===== config.mk =====
export PLATFORM = sky130hd
export DESIGN_NAME = clk_div_gen
export DESIGN_NICKNAME = d
export VERILOG_FILES = /design/src/rtl/clk_div_gen.sv
export SDC_FILE = /design/constraint.sdc
export NUM_CORES = 1
export LEC_CHECK = 0
export CAP_MARGIN = 40
export CELL_PAD_IN_SITES_DETAIL_PLACEMENT = 0
export CELL_PAD_IN_SITES_GLOBAL_PLACEMENT = 1
export CORE_ASPECT_RATIO = 0.8
export CORE_MARGIN = 8
export CORE_UTILIZATION = 42
export DETAILED_ROUTE_END_ITERATION = 7
export HOLD_SLACK_MARGIN = 0.02
export PLACE_DENSITY_LB_ADDON = 0.2
export SYNTH_ARGS = -nofsm -noshare
export SYNTH_HDL_FRONTEND = slang
export SYNTH_SLANG_ARGS = --single-unit
export TNS_END_PERCENT = 100

===== constraint.sdc =====
create_clock -name clk -period 2.85 [get_ports clk]
set_clock_uncertainty 0.15 [all_clocks]
set_input_delay 0.4275 -clock clk [delete_from_list [all_inputs] [get_ports clk]]
set_output_delay 0.4275 -clock clk [all_outputs]
set_load 0.005 [all_outputs]

===== src/rtl/clk_div_gen.sv =====
// Purpose : programmable clock-level divider (IDLE/HIGH/LOW) with ratio handshake and phase ticks.
// Latency : clk_out/tick_rise one cycle after en is sampled; div_ack/div_err one cycle after div_load.
// Backpressure: none; every div_load is accepted or rejected the following cycle, never stalled.
//
// Ports:
//   clk        system clock, all logic on its rising edge
//   rst_n      synchronous active-low reset
//   en         run request; when it drops, the current period completes before IDLE
//   div_in     requested divide ratio (legal >= 2), qualified by div_load
//   div_load   single-cycle strobe for div_in
//   div_ack    pulse: div_in accepted into the pending register
//   div_err    pulse: div_in rejected (ratio < 2), pending state untouched
//   clk_out    registered divided clock level, 1 only in HIGH
//   tick_rise  pulse on the first HIGH cycle of each period
//   tick_fall  pulse on the first LOW cycle after a HIGH phase
//   pending    an accepted ratio is waiting for the next period boundary
//   sync       (only with CLK_DIV_SYNC_EN) force a period boundary from HIGH or LOW
//
// Optional feature macro: CLK_DIV_SYNC_EN adds the sync input.
module clk_div_gen #(
    parameter int CNT_W     = 8,
    parameter int RESET_DIV = 8
) (
    input  logic             clk,
    input  logic             rst_n,
    input  logic             en,
    input  logic [CNT_W-1:0] div_in,
    input  logic             div_load,
`ifdef CLK_DIV_SYNC_EN
    input  logic             sync,
`endif
    output logic             div_ack,
    output logic             div_err,
    output logic             clk_out,
    output logic             tick_rise,
    output logic             tick_fall,
    output logic             pending
);

    typedef enum logic [1:0] {
        ST_IDLE = 2'd0,
        ST_HIGH = 2'd1,
        ST_LOW  = 2'd2
    } state_t;

    state_t           r_state;
    state_t           w_nxt_state;
    logic [CNT_W-1:0] r_cnt;
    logic [CNT_W-1:0] w_nxt_cnt;
    logic [CNT_W-1:0] r_div;
    logic [CNT_W-1:0] r_pend_div;
    logic             r_pending;
    logic             r_clk_out;
    logic             r_tick_rise;
    logic             r_tick_fall;
    logic             r_ack;
    logic             r_err;

    logic             w_boundary;
    logic             w_fall;
    logic             w_sync;
    logic             w_ld_ok;
    logic [CNT_W-1:0] w_high_len;
    logic [CNT_W-1:0] w_low_len;
    logic             w_last_high;
    logic             w_last_low;

`ifdef CLK_DIV_SYNC_EN
    assign w_sync = sync;
`else
    assign w_sync = 1'b0;
`endif

    // HIGH gets the odd cycle: ceil(D/2) computed without a carry bit.
    assign w_high_len  = (r_div >> 1) + {{(CNT_W-1){1'b0}}, r_div[0]};
    assign w_low_len   = r_div >> 1;
    assign w_last_high = (r_cnt == (w_high_len - CNT_W'(1)));
    assign w_last_low  = (r_cnt == (w_low_len - CNT_W'(1)));
    assign w_ld_ok     = div_load && (div_in >= CNT_W'(2));

    // Next-state / phase-counter logic. The counter restarts at every phase
    // change, so it only ever counts up to phase length - 1 and cannot wrap.
    always_comb begin
        w_nxt_state = r_state;
        w_nxt_cnt   = r_cnt + CNT_W'(1);
        w_boundary  = 1'b0;
        w_fall      = 1'b0;

        case (r_state)
            ST_IDLE: begin
                w_nxt_cnt = '0;
                if (en) begin
                    w_nxt_state = ST_HIGH;
                    w_boundary  = 1'b1;
                end
            end
            ST_HIGH: begin
                if (w_last_high) begin
                    w_nxt_state = ST_LOW;
                    w_nxt_cnt   = '0;
                    w_fall      = 1'b1;
                end
            end
            ST_LOW: begin
                // en is only consulted at the period end, so a dropped en
                // always lets the running period finish, and a restored en
                // keeps the divider running without visiting IDLE.
                if (w_last_low) begin
                    w_nxt_cnt = '0;
                    if (en) begin
                        w_nxt_state = ST_HIGH;
                        w_boundary  = 1'b1;
                    end else begin
                        w_nxt_state = ST_IDLE;
                    end
                end
            end
            default: begin
                w_nxt_state = ST_IDLE;
                w_nxt_cnt   = '0;
            end
        endcase

        // A sync from a running state overrides everything, including an
        // en=0 period completion in the same cycle.
        if (w_sync && (r_state != ST_IDLE)) begin
            w_nxt_state = ST_HIGH;
            w_nxt_cnt   = '0;
            w_boundary  = 1'b1;
            w_fall      = 1'b0;
        end
    end

    always_ff @(posedge clk) begin
        if (!rst_n) begin
            r_state     <= ST_IDLE;
            r_cnt       <= '0;
            r_div       <= CNT_W'(RESET_DIV);
            r_pend_div  <= '0;
            r_pending   <= 1'b0;
            r_clk_out   <= 1'b0;
            r_tick_rise <= 1'b0;
            r_tick_fall <= 1'b0;
            r_ack       <= 1'b0;
            r_err       <= 1'b0;
        end else begin
            r_state     <= w_nxt_state;
            r_cnt       <= w_nxt_cnt;
            r_clk_out   <= (w_nxt_state == ST_HIGH);
            r_tick_rise <= w_boundary;
            r_tick_fall <= w_fall;
            r_ack       <= w_ld_ok;
            r_err       <= div_load && !w_ld_ok;

            // The boundary consumes the value that was pending before this
            // cycle; a load landing on the same cycle stays pending for the
            // next boundary.
            if (w_boundary && r_pending) begin
                r_div <= r_pend_div;
            end

            if (w_ld_ok) begin
                r_pend_div <= div_in;
                r_pending  <= 1'b1;
            end else if (w_boundary) begin
                r_pending  <= 1'b0;
            end
        end
    end

    assign clk_out   = r_clk_out;
    assign tick_rise = r_tick_rise;
    assign tick_fall = r_tick_fall;
    assign div_ack   = r_ack;
    assign div_err   = r_err;
    assign pending   = r_pending;

endmodule


-- Word level (Yosys, flattened, before mapping)
Index checks and enable logic that the tools add are counted.
- reductions and logical operators: 7
- equality and inequality tests: 5
- mux-type cells: 14
- add/subtract/negate cells: 4
- magnitude comparators: 1
- operators with widths (kind ; count):
    $eq 8x8->1 ; 2
    $mux 8 ; 2
    $pmux 8 s2 ; 1
    $add 7x1->8 ; 1
    $add 8x1->8 const B ; 1
    $ge 8x2->1 const B ; 1
    $sub 7x1->8 const B ; 1
    $sub 8x1->8 const B ; 1
    $mux 1 ; 6
    $mux 2 ; 3
    $pmux 2 s3 ; 1
    $eq 2x1->1 const B ; 2
    $logic_and 1x1->1 ; 3
    $eq 2x2->1 const B ; 1
    $logic_not 2->1 ; 1
    $pmux 1 s2 ; 1
    $reduce_and 2->1 ; 1
    $reduce_bool 2->1 ; 1
    $logic_not 1->1 ; 1
- input port bits: 12
- register bits: 32
- output and inout port bits: 6
- logic and storage cells: 41

-- Logic depth before layout (Yosys ltp)
- word-level depth: 6
- gate-level depth with buffers: 10
- mapped depth without buffers: 10

-- Least setup slack after synthesis
Ideal clock, no wire load.
- path kind: reg2reg
- start: reg r_div[1]
- end: reg r_cnt[2]
- period minus slack after synthesis: 2.323 ns
- cell stages (with the launch flop): 11
- data arrival time: 2.049 ns
- required time: 2.577 ns
- path slack: 0.527 ns
- buffers on the path: 0
- library setup time: 0.123 ns
- cells stage by stage: dfxtp_1 inv_1 ha_1 ha_1 xnor2_1 nor2_1 o211ai_1 a2111oi_2 o22ai_1 nand3_1 nor2_1
- word-level cells in the longest chain between the ends: 5
- elaborated cells on any way between the ends: 8
- those cells by class: add/sub: 3; eq/ne: 2; mux: 3
- RTL lines (element ; line ; source):
    from (decl) ; 50 ; logic [CNT_W-1:0] r_div;
    from (signal assigned) ; 138 ; r_div <= CNT_W'(RESET_DIV);
    from (signal assigned) ; 159 ; r_div <= r_pend_div;
    $add 7x1->8 ; 75 ; assign w_high_len = (r_div >> 1) + {{(CNT_W-1){1'b0}}, r_div[0]};
    $sub 8x1->8 ; 77 ; assign w_last_high = (r_cnt == (w_high_len - CNT_W'(1)));
    $eq 8x8->1 ; 77 ;
    $mux 8 ; 98 ; if (w_last_high) begin
    $pmux 8 s2 (*) ; 89 ; case (r_state)
    to (signal assigned) ; 148 ; r_cnt <= w_nxt_cnt;
    to (decl) ; 48 ; logic [CNT_W-1:0] r_cnt;
Mark *: on every way between the ends. The rest lies on a longest branch, timed or not.
A chain may end at the register's enable or synchronous reset.

-- Worst setup path after layout
- start: reg r_div[1]
- end: reg r_clk_out (netlist: clk_out)
- word-level cells in the longest chain between the ends: 6
- elaborated cells on any way between the ends: 9
- those cells by class: add/sub: 3; eq/ne: 3; mux: 3
- RTL lines (element ; line ; source):
    $add 7x1->8 ; 75 ;
    $sub 8x1->8 ; 77 ;
    $eq 8x8->1 ; 77 ;
    $mux 2 ; 98 ;
    $pmux 2 s3 (*) ; 89 ;
    $eq 2x1->1 (*) ; 149 ; r_clk_out <= (w_nxt_state == ST_HIGH);
    to (signal assigned) ; 149 ;
    to (decl) ; 53 ; logic r_clk_out;
Marked as above.

==> key figures <==
Clocking
  – Clock transition at the registers of the reported paths: 70 ps
  – CTS tree: done
  – Hold_buf cts: 0
  – H-tree Lvls: 2
  – Clk Latency, worst-skew pair: 280 ps
  – Max clock buf depth: 2
  – Number of buffers inserted to repair setup after CTS: 0
  – Number of buffers added by the clock tree synthesis step: 5
  – Root Buffer: sky130_fd_sc_hd__clkbuf_8
  – Number of sinks on the clock net: 32

Pwr
  – Cell Pwr Density: 479 nW/um^2
  – Worst vdd ir: 0.000375 V
  – Total power draw: 977 uW
  – Leakage power figure: 0.000797 uW

Die
  – Placeable core region: 4070 um^2
  – Die extent in x: 87.9 um
  – Number of core rows: 21
  – Initial Utilization: 0.426
  – I/O Pins: 18
  – Die Outline Area: 6460 um^2
  – Die boundary height: 73.5 um

Logic synthesis
  – Top cells by instance count after synthesis: sky130_fd_sc_hd__dfxtp_1, sky130_fd_sc_hd__nor2_1, sky130_fd_sc_hd__nand2_1, sky130_fd_sc_hd__xnor2_1
  – Number of enable-type register cells in the synthesized netlist: 0
  – Area of the mapped netlist: 1740 um^2
  – Synthesized area per cell: 8.85 um^2
  – Sequential-to-total area share from yosys stat: 0.369
  – Synthesis-stage register bit count: 32
  – Fraction of registers with async set or reset after synthesis: 0
  – Cell with the most instances after synthesis: sky130_fd_sc_hd__dfxtp_1
  – Dominant cells by area after synthesis: sky130_fd_sc_hd__dfxtp_1, sky130_fd_sc_hd__ha_1, sky130_fd_sc_hd__mux2i_1
  – Share of the synthesized area in the top cell type: 0.369
  – Synthesized netlist cell count: 196
  – Synth Net Count: 216
  – Most area-hungry cell type in the Yosys netlist: sky130_fd_sc_hd__dfxtp_1
  – Synth unique cells: 44
  – Top flip-flop cell by instance count after synthesis: sky130_fd_sc_hd__dfxtp_1
  – Number of warnings issued by yosys: 0

Global routing
  – Global route overflow: 0
  – GRT Util Overall: 0.129
  – Global-route wire length before repair: 6590 um
  – Antenna violations before repair: 0
  – Maximum number of pins on one net before global-route repair: 19
  – Vias in the first global route: 1405

Detailed routing
  – Detailed Routing Iterations Pass 1: 4
  – Number of remaining DRC errors: 0
  – Via density: 5.18
  – Antenna Violating Nets Remaining: 0
  – Average detailed-routed wire length per instance: 14.0 um
  – Vias after detailed routing: 1403
  – First DRT Iteration DRCs: 82
  – Total wirelength of the detailed-routed design: 3800 um

STA
  – Setup repair after global routing missed its margin: false
  – Transition at the pin with the smallest max-transition slack: 545 ps
  – Number of max-slew violations in the final report: 0
  – Maximum clock rate: 373 MHz
  – Final Hold Fails: 0
  – Total negative setup slack: 0 ps
  – Worst-case headroom to the max-slew limit: 0.636
  – Number of endpoints failing setup at the final stage: 0
  – Part of the cycle the worst path needs: 0.941
  – Final min period: 2680 ps

Place
  – Weighted congestion at the end of routability-driven global placement: 0.836
  – HPWL after detailed placement: 2950 um
  – Number of buffer cells added on primary ports: 17

Critical path
  – Critical Path Start: r_div[1]
  – Critical Path Slowest Stage Cell: sky130_fd_sc_hd__dfxtp_1
  – Crit path capture type: flip-flop
  – Critical register-to-register path startpoint: r_div[1]
  – Crit-path max cell delay: 450 ps
  – Startpoint-to-endpoint class of the critical path: flip-flop to flip-flop
  – CP Data Arrival Time: 2700 ps
  – Cell breakdown of the critical path: inv_1 -> ha_1 -> ha_1 -> xnor2_1 -> nor2_1 -> o211ai_1 -> a2111oi_2 -> o22ai_1 -> a31oi_1 -> o21ai_1
  – CP Launch Type: flip-flop
  – CP most frequent cell: sky130_fd_sc_hd__ha_1
  – Worst Path Max Fanout: 7
  – Critical Path RT: 2870 ps

Final layout
  – Share of layout cells above drive strength 1: 0.0888
  – Layout-stage area growth over the synthesis result: 17.5%
  – Number of nets in the finished design: 233
  – Count of inserted antenna diode cells: 0

Min path
  – Worst hold path class: flip-flop to flip-flop
  – Startpoint of the lowest-slack hold path: r_pend_div[5]

Flow run
  – Max-cap check violation count: 0

Status
  – Run status: complete, no violations
-- critical path, delay by kind of cell (launching register included) --
kind | cells | cell delay [ps]
adder cells (fa/ha/maj) | 2 | 490
buffers and inverters | 1 | 100
flip-flops | 1 | 450
AO/OA/AOI/OAI | 5 | 1110
AND/OR/NAND/NOR | 1 | 110
XOR/XNOR | 1 | 140
-- power breakdown --
group          internal [uW]  switching [uW]  total, uW
combinational           64.6            68.4        133
clock                    195             168        363
sequential               464            16.2        480
-- cell type report --
cell class	instances	area, um^2
well taps	57	71.3
repair buffers	18	178
fillers	381	2030
clock inverters	2	15.0
flip-flops and latches	32	641
multi-input cells	145	1010
inverters	11	41.3
clock buffers	6	82.6
-- registers in the layout, summed over array words and instances (netlist names) --
name,count
div_ack,1
r_div,8
tick_rise,1
r_pend_div,8
r_cnt,8
tick_fall,1
pending,1
div_err,1
clk_out,1
r_state,2
-- layout by cell type, fill, tap and decap left out, types with 2 or more instances in the layout --
cell type,n
sky130_fd_sc_hd__inv_1,10
sky130_fd_sc_hd__nor2_1,24
sky130_fd_sc_hd__nor3b_1,4
sky130_fd_sc_hd__or3_1,3
sky130_fd_sc_hd__o211ai_2,2
sky130_fd_sc_hd__o31ai_1,2
sky130_fd_sc_hd__nor3_1,4
sky130_fd_sc_hd__a31o_2,2
sky130_fd_sc_hd__xor2_1,8
sky130_fd_sc_hd__o211a_1,2
sky130_fd_sc_hd__nand2_1,23
sky130_fd_sc_hd__nor4_1,2
sky130_fd_sc_hd__clkbuf_8,6
sky130_fd_sc_hd__a32oi_1,2
sky130_fd_sc_hd__mux2i_1,10
sky130_fd_sc_hd__dfxtp_1,32
sky130_fd_sc_hd__o21ai_0,2
sky130_fd_sc_hd__clkdlybuf4s50_1,17
sky130_fd_sc_hd__nand4_1,2
sky130_fd_sc_hd__xnor2_1,11
sky130_fd_sc_hd__clkinvlp_4,2
sky130_fd_sc_hd__a21oi_1,8
sky130_fd_sc_hd__nand3_1,5
sky130_fd_sc_hd__or4_1,2
sky130_fd_sc_hd__ha_1,8
-- per-layer routing --
layer / global-route usage / wire [um] / vias to the layer above
met1: 0.170 / 1930 / 657
met3: 0.0413 / 204 / 4
met4: 0.0399 / 44 / 0
li1: - / - / 716
met5: 0 / 0 / -
met2: 0.193 / 1620 / 26
-- kinds of logic after synthesis --
group                    Yosys count  synth area share
flip-flops                        32             0.369
adder cells (fa/ha/maj)            8            0.0577
buffers and inverters             19            0.0512
AND/OR/NAND/NOR                   76             0.208
XOR/XNOR                          19            0.0959
multiplexers                      10            0.0577
AO/OA/AOI/OAI                     32             0.160
-- stage by stage --
| step | utilization | hold WS [ps] | cells | worst slack [ps] | area, um^2 |
|---|---|---|---|---|---|
| after global placement | 0.476 | 300 | 263 | 328 | 1940 |
| final | 0.501 | 307 | 271 | 169 | 2040 |
| after detailed placement | 0.476 | 301 | 263 | 196 | 1940 |
| after CTS | 0.500 | 316 | 271 | 172 | 2030 |
| after global routing | 0.501 | 330 | 271 | 0.766 | 2040 |
| after floorplan | - | 286 | 196 | 527 | 1740 |
-- repair_timing --
| action | CTS | global route |
|---|---|---|
| gates resized for setup | 0 | 1 |
| setup endpoints to repair | 0 | 5 |
| hold endpoints to repair | 0 | 0 |
-- final timing paths --
path,endpoint,slack [ps],depth (start not counted)
max reg2reg,clk_out,170,10
min reg2reg,r_pend_div[5],310,2
max,clk_out,170,10
min,r_pend_div[5],310,2
(Power assumes the default switching activity.)
